## src/rtl/rsflag_sema_arbiter.sv

```systemverilog
// Round-robin semaphore arbiter: one shared resource, NUM_REQ requesters, one
// RS-style ownership flag per requester with optional forced revoke after TIMEOUT cycles.
module rsflag_sema_arbiter #(
   parameter int unsigned NUM_REQ = 4,
   parameter int unsigned ID_W    = 2,
   parameter int unsigned CNT_W   = 8,
   parameter int unsigned TIMEOUT = 255
) (
   input  logic               clk,
   input  logic               reset,
   input  logic               init,
   input  logic [NUM_REQ-1:0] req,
   input  logic [NUM_REQ-1:0] rel,
   output logic [NUM_REQ-1:0] gnt,
   output logic               busy,
   output logic [ID_W-1:0]    gnt_id,
   output logic               timeout_err,
   output logic [ID_W-1:0]    timeout_id
);

   localparam bit               TO_EN   = (TIMEOUT != 0);
   localparam logic [CNT_W-1:0] TO_LAST = CNT_W'((TIMEOUT == 0) ? 0 : TIMEOUT - 1);
   localparam logic [CNT_W-1:0] CNT_MAX = '1;

   typedef enum logic [1:0] {IDLE, GRANT, GAP} state_t;

   state_t             state, state_d;
   logic [ID_W-1:0]    ptr, ptr_d;
   logic [CNT_W-1:0]   cnt, cnt_d;
   logic [NUM_REQ-1:0] gnt_d;
   logic               busy_d;
   logic [ID_W-1:0]    gnt_id_d;
   logic               err_d;
   logic [ID_W-1:0]    tid_d;

   logic [NUM_REQ-1:0] rot_c;
   logic               found_c;
   logic [ID_W-1:0]    winner_c;
   logic [ID_W-1:0]    ptr_wrap_c;
   logic [NUM_REQ-1:0] onehot_c;
   logic [NUM_REQ-1:0] own_set_c;
   logic [NUM_REQ-1:0] own_clr_c;
   logic               owner_rel_c;
   int unsigned        w_idx;
   int unsigned        w_next;

   // Rotate requests so bit 0 is the requester at ptr, then take the first set bit.
   always_comb begin
      rot_c      = NUM_REQ'({req, req} >> ptr);
      found_c    = 1'b0;
      w_idx      = 0;
      w_next     = 0;
      winner_c   = '0;
      ptr_wrap_c = '0;
      for (int unsigned i = 0; i < NUM_REQ; i++) begin
         if (!found_c && rot_c[i]) begin
            found_c = 1'b1;
            w_idx   = 32'(ptr) + i;
            if (w_idx >= NUM_REQ) w_idx = w_idx - NUM_REQ;
         end
      end
      w_next = w_idx + 1;
      if (w_next == NUM_REQ) w_next = 0;
      winner_c   = ID_W'(w_idx);
      ptr_wrap_c = ID_W'(w_next);
      onehot_c   = NUM_REQ'(1) << winner_c;
   end

   // Owner identity comes from the one-hot grant, so no index into rel is needed.
   assign owner_rel_c = |(rel & gnt);

   // Next-state and ownership set/clear; set and clear never fire in the same state.
   always_comb begin
      state_d   = state;
      ptr_d     = ptr;
      cnt_d     = cnt;
      gnt_id_d  = gnt_id;
      err_d     = timeout_err;
      tid_d     = timeout_id;
      own_set_c = '0;
      own_clr_c = '0;
      case (state)
         IDLE: begin
            if (found_c) begin
               own_set_c = onehot_c;
               gnt_id_d  = winner_c;
               cnt_d     = '0;
               ptr_d     = ptr_wrap_c;
               state_d   = GRANT;
            end
         end
         GRANT: begin
            cnt_d = (cnt == CNT_MAX) ? cnt : cnt + CNT_W'(1);
            if (owner_rel_c) begin
               own_clr_c = gnt;
               gnt_id_d  = '0;
               state_d   = GAP;
            end else if (TO_EN && (cnt == TO_LAST)) begin
               own_clr_c = gnt;
               gnt_id_d  = '0;
               err_d     = 1'b1;
               tid_d     = gnt_id;
               state_d   = GAP;
            end
         end
         GAP: begin
            state_d = IDLE;
         end
         default: begin
            own_clr_c = gnt;
            gnt_id_d  = '0;
            state_d   = IDLE;
         end
      endcase
      gnt_d  = (gnt & ~own_clr_c) | own_set_c;
      busy_d = |gnt_d;
   end

   always_ff @(posedge clk or negedge reset) begin
      if (!reset) begin
         state       <= IDLE;
         ptr         <= '0;
         cnt         <= '0;
         gnt         <= '0;
         busy        <= 1'b0;
         gnt_id      <= '0;
         timeout_err <= 1'b0;
         timeout_id  <= '0;
      end else if (init) begin
         state       <= IDLE;
         ptr         <= '0;
         cnt         <= '0;
         gnt         <= '0;
         busy        <= 1'b0;
         gnt_id      <= '0;
         timeout_err <= 1'b0;
         timeout_id  <= '0;
      end else begin
         state       <= state_d;
         ptr         <= ptr_d;
         cnt         <= cnt_d;
         gnt         <= gnt_d;
         busy        <= busy_d;
         gnt_id      <= gnt_id_d;
         timeout_err <= err_d;
         timeout_id  <= tid_d;
      end
   end

`ifndef SYNTHESIS
   // Grant must never name two owners at once.
   always @(posedge clk) begin
      if (reset && !$onehot0(gnt)) begin
         $error("rsflag_sema_arbiter: gnt not onehot0: %b", gnt);
         $finish;
      end
   end
`endif

endmodule
```

## config.mk

```make
export PLATFORM = sky130hd
export DESIGN_NAME = rsflag_sema_arbiter
export DESIGN_NICKNAME = d
export VERILOG_FILES = /design/src/rtl/rsflag_sema_arbiter.sv
export SDC_FILE = /design/constraint.sdc
export NUM_CORES = 1
export LEC_CHECK = 0
export ABC_AREA = 1
export CORE_ASPECT_RATIO = 1.2
export CORE_MARGIN = 1.5
export CORE_UTILIZATION = 55
export CTS_CLUSTER_DIAMETER = 80
export CTS_CLUSTER_SIZE = 40
export DETAILED_ROUTE_END_ITERATION = 7
export PLACE_DENSITY = 0.8
export SLEW_MARGIN = 5
export SYNTH_ARGS = -nofsm -noshare
export SYNTH_HDL_FRONTEND = slang
export SYNTH_SLANG_ARGS = --single-unit
```

## constraint.sdc

```tcl
create_clock -name clk -period 2.05 [get_ports clk]
set_input_delay 0.41 -clock clk [delete_from_list [all_inputs] [get_ports clk]]
set_output_delay 0.41 -clock clk [all_outputs]
set_load 0.02 [all_outputs]
```

# --- Word-level counts from Yosys, hierarchy flattened ---
# Index checks and enable logic that the tools add are counted.
word_totals:
  ff_bits: 22
  inputBits: 11
  output_inout_bits: 10
  wordCells: 102
classes:
  addsub: 9
  n_lt_le_gt_ge: 4
  n_eq_ne: 10
  n_shift: 2
  n_mux: 45
  n_bitwise: 4
  n_reduce_logical: 20
op_table:
  columns: ["op", "n"]
  rows:
  - ["2-to-1 mux 32 bit", 8]
  - ["adder 32 x 1 -> 32 bit (second input constant)", 1]
  - ["== test 32 x 3 -> 1 bit (second input constant)", 1]
  - ["2-to-1 mux 2 bit", 16]
  - ["2-to-1 mux 8 bit", 3]
  - ["2-to-1 mux 4 bit", 5]
  - ["== test 8 bit (second input constant)", 2]
  - ["case mux 8 bit (2 select lines)", 1]
  - ["subtractor 3 x 3 -> 4 bit (second input constant)", 3]
  - [">= comparator 3 bit (second input constant)", 3]
  - ["2-to-1 mux 1 bit", 9]
  - ["AND reduction 3 bit", 3]
  - ["adder 8 x 1 -> 8 bit (second input constant)", 1]
  - ["bitwise AND 4 bit", 2]
  - ["case mux 4 bit (2 select lines)", 1]
  - ["nonzero test 2 bit", 4]
  - ["OR reduction 4 bit", 2]
  - [">> shifter 8 x 2 -> 4 bit", 1]
  - ["adder 2 x 2 -> 3 bit (second input constant)", 2]
  - ["!= test 3 bit (second input constant)", 2]
  - ["case mux 2 bit (3 select lines)", 1]
  - ["!= test 2 bit (second input constant)", 2]
  - ["!= test 4 bit (second input constant)", 1]
  - ["NOT 4 bit", 1]
  - ["14 further kinds", 19]

# --- Logic depth before layout (Yosys ltp) ---
# Gate-level depths: netlist of run 1.
depth:
  depth_word: 17
  depth_mapped: 16
  mapped_depth_nobuf: 15

# --- Worst setup path after synthesis of run 1 ---
# OpenSTA, ideal clock, no wires.
synth_timing:
  path_kind: "reg2reg"
  startpoint: "register ptr[0]"
  endpoint: "register busy"
  setup_time_ps: 134
  arrival_ps: 1684
  required_ps: 1916
  slack_ps: 232
  stages_incl_launch_ff: 17
  path_buffers: 1
  period_less_slack_ps: 1818
  cell_sequence: "dfrtp_1 -> buf_6 -> inv_8 -> nand2_4 -> nand2_2 -> nand2_4 -> nand2_4 -> nor2_2 -> nand2_1 -> nand2_1 -> nor2_1 -> nand2_1 -> ha_1 -> nand3_1 -> nand2_1 -> nor3_2 -> a21oi_2"
synth_via:
  elab_chain_cells: 17
synth_rtl:
  columns: ["item", "line", "source"]
  rows:
  - ["start, declared", "28", "logic [ID_W-1:0] ptr, ptr_d;"]
  - ["start signal, assigned", "140", "ptr <= ptr_d;"]
  - ["branches (longest 12 deep; another with subtractor 3 x 3 -> 4 bit)", null, null]
  - ["2-to-1 mux 4 bit *", "84", "if (found_c) begin"]
  - ["2-to-1 mux 4 bit *", "82", "case (state)"]
  - ["bitwise OR 4 bit *", "115", "gnt_d = (gnt & ~own_clr_c) | own_set_c;"]
  - ["OR reduction 4 bit *", "116", "busy_d = |gnt_d;"]
  - ["2-to-1 mux 1 bit *", "129", "end else if (init) begin"]
  - ["end signal, assigned", "143", "busy <= busy_d;"]
  - ["end, declared", "15", "output logic busy,"]
# Mark *: on every way between the ends.
# A chain may end at the register's enable or synchronous reset.

# --- Worst setup path after layout of run 1 ---
layout_timing:
  startpoint: "input port req[0]"
  endpoint: "register busy"
layout_via:
  elab_chain_cells: 17
layout_rtl:
  columns: ["item", "line", "source"]
  rows:
  - ["start, declared", "12", "input logic [NUM_REQ-1:0] req,"]
  - [">> shifter 8 x 2 -> 4 bit *", "49", "rot_c = NUM_REQ'({req, req} >> ptr);"]
  - ["2-to-1 mux 1 bit", "56", "if (!found_c && rot_c[i]) begin"]
  - ["zero test 1 bit", "56", null]
  - ["logical AND 1 bit", "56", null]
  - ["2-to-1 mux 1 bit", "56", null]
  - ["zero test 1 bit", "56", null]
  - ["logical AND 1 bit", "56", null]
  - ["2-to-1 mux 1 bit", "56", null]
  - ["zero test 1 bit", "56", null]
  - ["logical AND 1 bit", "56", null]
  - ["2-to-1 mux 32 bit", "56", null]
  - ["<< shifter 1 x 2 -> 4 bit", "66", "onehot_c = NUM_REQ'(1) << winner_c;"]
  - ["2-to-1 mux 4 bit *", "84", null]
  - ["2-to-1 mux 4 bit *", "82", null]
  - ["bitwise OR 4 bit *", "115", null]
  - ["OR reduction 4 bit *", "116", null]
  - ["2-to-1 mux 1 bit *", "129", null]
# Every way passes the cells marked *; elsewhere a longest branch is shown, timed or not.

==> results of run 1 <==
-- repair_timing --
| item | CTS | global route |
|---|---|---|
| buffers inserted | 0 | 2 |
| setup endpoints to repair | 1 | 1 |
| pin swaps | 0 | 5 |
| resized for setup | 2 | 4 |
-- worst paths after layout --
| check | startpoint | endpoint | slack [ns] | depth (start not counted) |
|---|---|---|---|---|
| hold / removal | reset | gnt[2]$_DFF_PN0_ | 0.42 | 2 |
| max in group asynchronous | reset | ptr[0]$_DFFE_PN0P_ | 1.36 | 2 |
| setup reg to reg | ptr[1]$_DFFE_PN0P_ | busy$_DFF_PN0_ | 0.12 | 13 |
| min in group clk | timeout_err$_DFFE_PN0P_ | timeout_err$_DFFE_PN0P_ | 0.51 | 2 |
| hold reg to reg | timeout_err$_DFFE_PN0P_ | timeout_err$_DFFE_PN0P_ | 0.51 | 2 |
| setup / recovery | req[0] | busy$_DFF_PN0_ | 0.1 | 15 |
-- layout by cell type (no fill, tap or decap), types with 4 or more instances in the layout --
cell              n
inv_2             7
nand2_2           9
nand3_1           8
o31ai_1           4
dfrtp_1          21
inv_1            26
nand4_1           5
clkdlybuf4s50_1  18
nand3_2           8
nor2_1           15
buf_4            18
nand2_4           9
a21oi_1           4
a21oi_2           4
nand2_1          35
-- metrics by stage --
stage	TNS [ns]	util [%]	worst slack (ns)	power [µW]	hold slack, ns
6_report	0	72.1	0.0993	2590	0.424
5_1_grt	0	72.1	0.00441	2770	0.457
4_1_cts	0	70.6	0.00736	2500	0.432
3_5_place_dp	-1.76	69.8	-0.391	2300	0.493
3_3_place_gp	-0.756	69.8	-0.277	2240	0.470
2_1_floorplan	0	-	0.232	1760	0.114
-- layout make-up --
type	instances	area, µm²
multi-input cells	134	871
repair buffers	39	357
clock buffers	3	22.5
well taps	34	42.5
inverters	35	144
flip-flops and latches	22	552
fillers	223	771
-- routing by layer --
layer	up-vias	global-route usage (%)	wire, µm
met2	16	47.7	2000
met5	-	0	0
met4	0	6.77	36
li1	710	-	-
met1	681	24.8	1440
met3	5	2.15	54
-- report_power, final --
| group | leakage [µW] | switching (µW) | internal, µW |
|---|---|---|---|
| clock network | 0.0000138 | 120 | 68.5 |
| logic | 0.000666 | 971 | 754 |
| registers | 0.000296 | 134 | 541 |
| total | 0.000976 | 1230 | 1360 |
-- state kept, by name, summed over array words and instances (netlist names) --
register,count
cnt,8
gnt,4
gnt_id,2
ptr,2
state,2
timeout_id,2
busy,1
timeout_err,1
-- cell usage after synthesis (4+ instances only) --
cell / n
dfrtp_1: 22
nand3_2: 7
nand2_4: 9
nand2_1: 36
nand2_2: 8
nand3_1: 9
a21oi_2: 4
nor2_1: 15
o31ai_1: 4
a21oi_1: 4
inv_1: 26
inv_2: 7
nand4_1: 5
-- cell families (layout without fill, tap and decap cells) --
logic type,Yosys count,count (layout),share of synthesized area (%)
flops,22,22,34.8
simple gates,102,102,38.9
buf+inv,38,77,10.9
fa+ha+maj,3,3,2.37
xor+xnor,2,2,1.11
compound gates,27,27,12.0
-- critical path, cell delays in order --
cell and delay [ns]:
clkdlybuf4s50_1 0.51, inv_1 0.06, nand2_2 0.08, nand3_2 0.08
nand2_4 0.09, nor2_2 0.05, nand2_1 0.09, nand2_1 0.07
nor2_1 0.12, nand2_1 0.08, ha_2 0.17, nand3_2 0.07
nand2_1 0.06, nor3_2 0.13, a21oi_2 0.07
==> results.md, run 1 <==
- Via count: 1,412
- Area growth, synth to finish: 25.5%
- Slew HR: 72.4%
- Cts hold-fix bufs: 0
- Post-synth EDFFs: 0
- CP Capture Type: register
- Post-Syn Area per Cell: 8.17 µm²
- Pre-Repair DR Iteration Count: 4
- Proportion of layout cells with a drive suffix above 1: 32.2%
- Design Area, Final: 0.00199 mm²
- Startpoint types: primary input
- Antenna cells: 0
- CTS tree: yes
- Die height: 61.8 µm
- First-pass GRT wire length: 5540 µm
- Sequential cell area fraction in the yosys report: 34.8%
- Yosys top cell by area: dfrtp_1
- Final Cycle Share: 95.2%
- Drt via density: 5.29
- Cells after Synth: 194
- Inserted Clock Buffers: 3
- Die Area: 0.00321 mm²
- Total gr overflow: 0
- CP Max Fanout: 4
- CTS H-tree depth: 1
- WS Path Type: in -> reg
- CORE AREA: 0.00276 mm²
- Port-buffer cells: 20
- Rows: 21
- Warnings from Yosys: 0
- # clock sinks: 22
- Placed insts: 262
- GRT Total Usage: 23.2%
- Initial antenna violation count: 0
- Leading post-synthesis cells by cell area: dfrtp_1 (35%), nand2_1 (8.5%), nand2_4 (6.4%)
- Pwr Density: 1300 mW/mm²
- Clk_lat worst skew: 0.31 ns
- #FFs+latches synth: 22
- DRT iter0 DRCs: 35
- DIE WIDTH: 52.0 µm
- Routability Congestion: 0.808
- Wire length per cell: 13.2 µm
- Maximum VDD drop: 0.000743 V
- Post-Layout Cell Count: 267
- Clock tree buffer depth: 2
- Crit path DAT: 2.16 ns
- Worst-margin pin slew: 0.410 ns
- Final setup fails: 0
- Cell Area, Placed: 0.00193 mm²
- Post-synth ARST share: 100%
- Synthesized Nets: 208
- Static leakage: 0.000976 µW
- Total Wirelength: 3530 µm
- Detail Route Antenna Nets: 0
- Synth top area share: 34.8%
- Min Clock Period, post-route: 1.95 ns
- Worst Hold Class: in -> async
- Largest net degree at the start of global routing: 23
- Initial Util: 57.4%
- Clock skew: 0.0206 ns
- Io pins: 21
- RSZ-0062 raised after global routing: no
- Fmax: 0.513 GHz
- Max-slew violations: 0
- Clock transition at path regs: 0.12 ns
- Max-cap violations: 0
- Mapped Area: 0.00158 mm²
- Post-detailed-route DRC marker count: 0
- Run status: finished, final reports clean
- Layout net count: 249
- Final HPWL from detailed placement: 2810 µm
- Vias in the first global route: 1,357
- Synth cell types: 39
- Top FF cell, synth: dfrtp_1
- Final Hold Vio Count: 0
- Root buf cell: clkbuf_4
- Worst path required time: 2.26 ns
No activity file was read; power rests on OpenSTA's default activity.
==> inputs of run 2 (changes only) <==
--- a/config.mk
+++ b/config.mk
@@ -17,3 +17,4 @@
 export SYNTH_ARGS = -nofsm -noshare
 export SYNTH_HDL_FRONTEND = slang
 export SYNTH_SLANG_ARGS = --single-unit
+export TNS_END_PERCENT = 50
==> results of run 2 <==
No change in the layout: final DEF, timing and power equal those of run 1.
==> inputs of run 3 (changes only) <==
--- a/config.mk
+++ b/config.mk
@@ -9,10 +9,12 @@
 export CORE_ASPECT_RATIO = 1.2
 export CORE_MARGIN = 1.5
 export CORE_UTILIZATION = 55
+export CTS_BUF_LIST = sky130_fd_sc_hd__clkbuf_16
 export CTS_CLUSTER_DIAMETER = 80
 export CTS_CLUSTER_SIZE = 40
 export DETAILED_ROUTE_END_ITERATION = 7
-export PLACE_DENSITY = 0.8
+export GPL_ROUTABILITY_DRIVEN = 0
+export PLACE_DENSITY = 0.84
 export SLEW_MARGIN = 5
 export SYNTH_ARGS = -nofsm -noshare
 export SYNTH_HDL_FRONTEND = slang
==> run 3 against run 2 <==
  * Final area grew 3.7%
  * Critical path depth did not move
  * Power increased by 8.1%
  * Sequential share of layout area is 1.1 points lower
  * Worst setup slack worse by 0.0048 ns
  * Count of clock-buffer cells in the layout is the same
  * Final cell count increased by 0.75%
  * Largest cell class unchanged
  * Highest routed layer unchanged
==> results.md, run 3 (synthesis results as in run 1) <==
- Most used routing layer: met2 (unchanged)
- Cts hold-fix bufs: 0 (unchanged)
- Final setup fails: 0 (unchanged)
- Inserted Clock Buffers: 3 (unchanged)
- Crit path DAT: 2.09 ns (was 2.16 ns)
- Drt via density: 5.31 (was 5.29)
- CP Capture Type: register (unchanged)
- Clk_lat worst skew: 0.25 ns (was 0.31 ns)
- Rows: 21 (unchanged)
- Die height: 61.8 µm (unchanged)
- Top reg by flops: cnt (unchanged)
- CP Max Fanout: 5 (was 4)
- Vias in the first global route: 1,368 (was 1,357)
- Worst-margin pin slew: 0.423 ns (was 0.410 ns)
- Detail Route Antenna Nets: 0 (unchanged)
- Initial Util: 57.4% (unchanged)
- GRT Total Usage: 23.3% (was 23.2%)
- Port-buffer cells: 20 (unchanged)
- Largest net degree at the start of global routing: 23 (unchanged)
- CORE AREA: 0.00276 mm² (unchanged)
- Final Cycle Share: 95.4% (was 95.2%)
- RSZ-0062 raised after global routing: no (unchanged)
- Die Area: 0.00321 mm² (unchanged)
- Final HPWL from detailed placement: 2680 µm (was 2810 µm)
- Most common cell after layout, fill and taps aside: nand2_1 (unchanged)
- Via count: 1,428 (was 1,412)
- Post-CTS Setup Inserts: 0 (unchanged)
- Pwr Density: 1360 mW/mm² (was 1300 mW/mm²)
- Min Clock Period, post-route: 1.96 ns (was 1.95 ns)
- Placed insts: 266 (was 262)
- Max FFs per register: 8 (unchanged)
- CTS tree: yes (unchanged)
- Antenna cells: 0 (unchanged)
- Slew HR: 71.6% (was 72.4%)
- Worst path required time: 2.19 ns (was 2.26 ns)
- Clock tree buffer depth: 2 (unchanged)
- Layout net count: 251 (was 249)
- Fmax: 0.511 GHz (was 0.513 GHz)
- Max-cap violations: 0 (unchanged)
- Setup TNS: 0 ns (unchanged)
- Pre-Repair DR Iteration Count: 4 (unchanged)
- Proportion of layout cells with a drive suffix above 1: 33.2% (was 32.2%)
- Initial antenna violation count: 0 (unchanged)
- Io pins: 21 (unchanged)
- Met3 usage: 2.39% (was 2.15%)
- # clock sinks: 22 (unchanged)
- Total gr overflow: 0 (unchanged)
- Clock skew: 0.00182 ns (was 0.0206 ns)
- Met1 usage: 25.3% (was 24.8%)
- Run status: finished, final reports clean (unchanged)
- Maximum VDD drop: 0.000755 V (was 0.000743 V)
- WS Path Type: in -> reg (unchanged)
- Root buf cell: clkbuf_16 (was clkbuf_4)
- Clock transition at path regs: 0.05 ns (was 0.12 ns)
- Hold Slack: 0.481 ns (was 0.424 ns)
- Max-slew violations: 0 (unchanged)
- Post-Layout Cell Count: 269 (was 267)
- DRT iter0 DRCs: 32 (was 35)
- Worst Hold Class: reg -> reg (was in -> async)
- Commonest cells after routing, fill and taps aside: nand2_1 (35), inv_1 (26), dfrtp_1 (22) (was nand2_1 (35), inv_1 (26), dfrtp_1 (21))
- Met2 GRT Util: 45.2% (was 47.7%)
- Startpoint types: primary input (unchanged)
- Fill count: 212 (was 223)
- CTS H-tree depth: 1 (unchanged)
- First-pass GRT wire length: 5540 µm (unchanged)
- Static leakage: 0.00100 µW (was 0.000976 µW)
- Final Hold Vio Count: 0 (unchanged)
- Wire length per cell: 12.5 µm (was 13.2 µm)
- Post-detailed-route DRC marker count: 0 (unchanged)
- Largest regs: cnt (8), gnt (4) (unchanged)
- Area growth, synth to finish: 30.2% (was 25.5%)
- DIE WIDTH: 52.0 µm (unchanged)
- Total Wirelength: 3370 µm (was 3530 µm)
[run 3: cell type report]
type                       instances  area (µm²)  share of cell area [%]
inverter                          35         144                    6.98
multi-input combinational        134         895                    43.4
clock buffer                       3        75.1                    3.64
timing repair buffer              41         355                    17.2
sequential                        22         551                    26.7
tap                               34        42.5                    2.06
[run 3: power breakdown]
part / total, µW / internal [µW] / leakage (µW) / switching [µW]
Clock: 392 / 257 / 0.0000370 / 135
Sequential: 669 / 541 / 0.000298 / 128
Combinational: 1740 / 751 / 0.000666 / 986
[run 3: path summary, 6_finish.rpt]
path | start | endpoint | slack (ns) | cells after the start
max in group asynchronous | reset | timeout_id[1]$_DFFE_PN0P_ | 1.32 | 2
worst min register to register | timeout_id[1]$_DFFE_PN0P_ | timeout_id[1]$_DFFE_PN0P_ | 0.48 | 2
worst max-delay path | req[1] | busy$_DFF_PN0_ | 0.09 | 15
worst max register to register | ptr[0]$_DFFE_PN0P_ | busy$_DFF_PN0_ | 0.14 | 14
worst min-delay path | timeout_id[1]$_DFFE_PN0P_ | timeout_id[1]$_DFFE_PN0P_ | 0.48 | 2
min in group asynchronous | reset | gnt[3]$_DFF_PN0_ | 0.51 | 2
[run 3: metrics by stage]
stage               util [%]  setup slack [ns]  total power [µW]  cell area (µm²)
floorplan                  -             0.232              1760             1580
global placement        70.9            -0.283              2290             1960
detailed placement      70.9            -0.327              2320             1960
CTS                     73.7           0.00332              2750             2030
global route            74.7           0.00488              3010             2060
finish                  74.7            0.0945              2800             2060
[run 3: per-layer routing]
layer | wire length [µm] | part of all wire, %
met3 | 50 | 1.5
met5 | 0 | 0
met2 | 1860 | 55
met4 | 118 | 3.5
met1 | 1340 | 40
[run 3: critical path, stage by stage]
cell and delay [ns]:
clkdlybuf4s50_1 0.42, buf_4 0.15, nand2_2 0.07, nand3_2 0.08, nand2_4 0.12, nor2_4 0.05, nand2_1 0.06, nand2_1 0.05
nor2_1 0.08, nand2_1 0.08, ha_2 0.18, nand3_2 0.08, nand2_2 0.05, nor3_2 0.13, a21oi_2 0.07
[run 3: what timing repair did]
action	4_1_cts	5_1_grt
setup endpoints to repair	1	2
resized for setup	3	6
pin swaps	0	4
